[config.mk]
export PLATFORM = sky130hd
export DESIGN_NAME = regfile_nrd
export DESIGN_NICKNAME = d
export VERILOG_FILES = /design/src/rtl/regfile_nrd.sv
export SDC_FILE = /design/constraint.sdc
export NUM_CORES = 1
export LEC_CHECK = 0
export CAP_MARGIN = 20
export CORE_MARGIN = 2
export CORE_UTILIZATION = 54
export DETAILED_ROUTE_END_ITERATION = 16
export GPL_ROUTABILITY_DRIVEN = 0
export PLACE_DENSITY = 0.77
export SKIP_LAST_GASP = 1
export SLEW_MARGIN = 20
export SYNTH_ARGS = -nofsm -noshare
export SYNTH_HDL_FRONTEND = slang
export SYNTH_SLANG_ARGS = --single-unit
export TNS_END_PERCENT = 5
[constraint.sdc]
create_clock -name clk -period 2.06 [get_ports clk]
set_input_delay 0.412 -clock clk [delete_from_list [all_inputs] [get_ports clk]]
set_output_delay 0.412 -clock clk [all_outputs]
set_load 0.005 [all_outputs]
[src/rtl/regfile_nrd.sv]
// regfile_nrd: parametrised register file, NUM_RD read ports, one write port, optional registered read and bypass
module regfile_nrd #(
    parameter int DATA_W   = 32,
    parameter int ADDR_W   = 3,
    parameter int NUM_RD   = 2,
    parameter int REG_READ = 0,
    parameter int BYPASS   = 1
) (
    input  logic                     clk,
    input  logic                     rst_n,
    input  logic                     clr,
    input  logic                     wr_en,
    input  logic [ADDR_W-1:0]        wr_addr,
    input  logic [DATA_W-1:0]        wr_data,
    input  logic [NUM_RD-1:0]        rd_en,
    input  logic [NUM_RD*ADDR_W-1:0] rd_addr,
    output logic [NUM_RD*DATA_W-1:0] rd_data,
    output logic [NUM_RD-1:0]        rd_valid
);
    localparam int DEPTH = 2**ADDR_W;

    logic [DATA_W-1:0] mem [DEPTH];

    always_ff @(posedge clk or negedge rst_n)
        if (!rst_n)
            for (int i = 0; i < DEPTH; i++) mem[i] <= '0;
        else if (clr)
            for (int i = 0; i < DEPTH; i++) mem[i] <= '0;
        else if (wr_en)
            mem[wr_addr] <= wr_data;

    genvar p;
    generate
        for (p = 0; p < NUM_RD; p++) begin : g_rd
            logic [ADDR_W-1:0] a;
            logic [DATA_W-1:0] d;
            logic              hit;
            assign a   = rd_addr[p*ADDR_W +: ADDR_W];
            // forwarding is gated by rst_n so a held-reset read still shows the zeroed array
            assign hit = (BYPASS != 0) && rst_n && wr_en && !clr && (a == wr_addr);
            assign d   = hit ? wr_data : mem[a];
            if (REG_READ != 0) begin : g_reg
                logic [DATA_W-1:0] q;
                logic              v;
                always_ff @(posedge clk or negedge rst_n)
                    if (!rst_n) begin
                        q <= '0;
                        v <= 1'b0;
                    end else begin
                        if (rd_en[p]) q <= d;
                        v <= rd_en[p];
                    end
                assign rd_data[p*DATA_W +: DATA_W] = q;
                assign rd_valid[p]                 = v;
            end else begin : g_comb
                assign rd_data[p*DATA_W +: DATA_W] = d;
                assign rd_valid[p]                 = rd_en[p];
            end
        end
    endgenerate
endmodule

==> results of run 1 <==
## worst register-to-register path, stage by stage, from the launching register on
cell and delay (ps):
dfrtp_1 390, buf_4 140, buf_4 120, buf_4 120
nand2_1 50, a21oi_1 60
## routing by layer
metal | part of all wire, % | vias up | wire (um) | track usage (%)
li1 | - | 5531 | - | -
met1 | 36 | 6587 | 17700 | 42.7
met2 | 48 | 975 | 23700 | 52.3
met3 | 12 | 188 | 5680 | 6.38
met4 | 3.7 | 0 | 1820 | 12.1
met5 | 0 | - | 0 | 0
## synth_stat cells, types with 5 or more instances
cell / n / area (sq um)
nand2_1: 512 / 1920
a21oi_1: 256 / 1280
dfrtp_1: 256 / 6410
clkbuf_1: 118 / 443
mux2_2: 95 / 1070
mux4_1: 64 / 1680
mux4_2: 64 / 1440
mux2_4: 33 / 495
buf_2: 30 / 150
buf_4: 6 / 45.0
xnor2_1: 6 / 52.6
buf_1: 5 / 18.8
## cell families (layout without fill, tap and decap cells)
kind of cell / count (synthesis) / in the layout / share of synthesized area [%]
buffers and inverters: 171 / 391 / 5.48
multiplexers: 256 / 256 / 30.5
AO/OA/AOI/OAI: 256 / 256 / 8.33
XOR/XNOR: 6 / 6 / 0.342
AND/OR/NAND/NOR: 531 / 531 / 13.7
flip-flops: 256 / 256 / 41.7
## per-stage QoR
step / setup TNS (ps) / hold slack (ps) / setup slack [ps] / instances / instance area [sq um]
finish: -33180 / 91.3 / -577 / 2074 / 19300
global route: -35790 / 169 / -600 / 2074 / 19300
CTS: -33470 / 123 / -546 / 2064 / 19200
detailed placement: -88890 / 528 / -798 / 1921 / 17400
global placement: -72000 / 517 / -753 / 1921 / 17400
floorplan: -2120 / 116 / -33.4 / 1476 / 15400
## power by group through the flow
| stage | combinational, W | clock (W) | sequential (W) |
|---|---|---|---|
| floorplan | 0.000871 | 0 | 0.00527 |
| finish | 0.00162 | 0.00576 | 0.00520 |
| detailed placement | 0.00151 | 0 | 0.00530 |
| CTS | 0.00158 | 0.00575 | 0.00520 |
| global route | 0.00171 | 0.00596 | 0.00521 |
| global placement | 0.00148 | 0 | 0.00528 |
## path summary, 6_finish.rpt
path	to	depth (start not counted)	start
min	mem[28]$_DFFE_PN0P_	2	rst_n
min in group clk	mem[167]$_DFFE_PN0P_	3	clr
min reg2reg	mem[145]$_DFFE_PN0P_	2	mem[145]$_DFFE_PN0P_
max reg2reg	mem[24]$_DFFE_PN0P_	5	mem[24]$_DFFE_PN0P_
max	rd_data[63]	5	mem[31]$_DFFE_PN0P_
max in group asynchronous	mem[201]$_DFFE_PN0P_	3	rst_n
## repair_timing
| action | CTS | global route |
|---|---|---|
| pin swaps | 2 | 1 |
| resized for setup | 246 | 25 |
| cloned | 0 | 1 |
| endpoints found under the setup margin | 64 | 64 |
| buffers inserted | 91 | 9 |
## cell type report
type | instances | area share [%]
multi-input combinational | 1049 | 42.9
sequential | 256 | 33.2
timing repair buffer | 339 | 15.9
clock buffer | 40 | 4.39
tap | 378 | 2.45
clock inverter | 12 | 1.13
==> results.md, run 1 <==
* Reg2Reg Setup Slack at between 1000 and 1500 ps
* Final setup violation count at 64
* Number of diodes at 0
* Mapped Cells at ~1.5k
* # port buffers at roughly 110
* Starting density of the core at 55.0%
* Flop pwr share at roughly 41%
* Pwr/cell area at between 600 and 700 mW/mm^2
* Vias in the first global route at 13.6k
* WP buf/inv at 2
* Net Sw Power at about 0.0031 W
* Filler Cell Count at ~1.9k
* Final ANT Viol Nets at 0
* Synthesis-stage register bit count at around 260
* Leakage at 8.57 nW
* Critical path arrival at between 2000 and 2500 ps
* Worst clock skew at 0 ps
* Total global routing overflow at 0
* Post-route core utilization at between 60 and 70%
* Biggest regs: mem x256
* Initial DRC Count at 2092
* IO Pins at ~110
* Failing checks: negative setup slack
* Crit. End Element: output pin
* Fin. max-slew vios at 0
* CP startpoint kind: flip-flop
* Worst path max stage delay at 460 ps
* Cell internal pwr at ~0.0095 W
* Sw frac at between 20 and 25%
* Clock root cell: clkbuf_16
* First-pass GRT wire length at around 75 mm
* Post-synth EDFFs at 0
* DRC at 0
* Post-CTS Hold Buffers at 0
* CTS buffer count at 28
* Clock power share at around 46%
* Core Box Area at 0.0279 sq mm
* Clock Sinks at about 260
* Net count after synthesis at approximately 1.5k
* Yosys cell types at 24
* VDD IR max at between 0.5 and 0.6 mV
* Synth Warn # at 0
* Pwr Total at 0.0126 W
* Comb power frac at approximately an eighth
* Slew at the pin closest to its max-slew limit at 1080 ps
* Commonest non-fill, non-tap cells in the layout: nand2_1 (512), a21oi_1 (256), dfrtp_1 (256)
* Area of the multi-input gates at just over 0.008 sq mm
* Clock buffer depth at 3
* Horiz. Die Dim at 173 um
* Die height at 173 um
* Most common cell after layout, fill and taps aside: nand2_1
* GRT Total Usage at between 30% and 40%
* Post-DP HPWL at between 20 and 30 mm
* Fin crit period at ~2600 ps
* Max-Cap Viols at 0
* NumNets Final at ~1.7k
* TritonCTS clock tree: done
* DRT Pass-1 Iters at 6
* Syn_area_per_cell at ~10 sq um
* Clk_lat worst skew at between 500 and 600 ps
* Reg area at 0.00641 sq mm
* Crit path max fanout at 2
* Via count at 13.3k
* Req. time, crit path at between 1500 and 2000 ps
* Tcrit/Tclk final at 128%
* Final Hold Fails at 0
* Flip-flop count of the largest register after layout at about 260
* RSZ-0062 raised after global routing: yes
* Slew HR at 28.2%
* Hold WC Path Type: input port to asynchronous set/reset pin
* Initial antenna violation count at 0
* Vias per cell at 6.40
* Share of cells above drive strength 1 at 34.4%
* Critical Path Most Common Cell: mux2_4
* Largest net degree at the start of global routing at 233
* Largest Register: mem
* Synthesized cell area at approximately 0.015 sq mm
* Clk slew on worst S/H paths at 60 ps
* Post-synth ARST share at 100%
* Setup WS post-layout at -577 ps
* Site Rows at between 60 and 70
* Top delay family on crit path: multiplexers
* Status: complete, but fails checks
* Area delta synth->final at 25.6%
* Fmax at 0.379 GHz
* Critical path class: flip-flop to output pin
* Die area at 0.0298 sq mm
* Average wire per standard cell at 23.5 um
* Seq/Total Area, Yosys at a little over two fifths
* CP max-delay cell: mux4_2
* Synth Flop Type: dfrtp_1
* Post-Route WL at a little under 50 mm
* Htree depth at 1
* Critical Path, Cell by Cell: buf_4 -> mux4_2 -> mux2_4 -> mux2_4 -> buf_6
Power figures use the tool's default switching activity.
==> inputs of run 2 (changes only) <==
--- a/config.mk
+++ b/config.mk
@@ -10,6 +10,7 @@
 export CORE_UTILIZATION = 54
 export DETAILED_ROUTE_END_ITERATION = 16
 export GPL_ROUTABILITY_DRIVEN = 0
+export HOLD_SLACK_MARGIN = 0.02
 export PLACE_DENSITY = 0.77
 export SKIP_LAST_GASP = 1
 export SLEW_MARGIN = 20
==> results of run 2 <==
The final DEF is identical to that of run 1; final timing and power are the same.
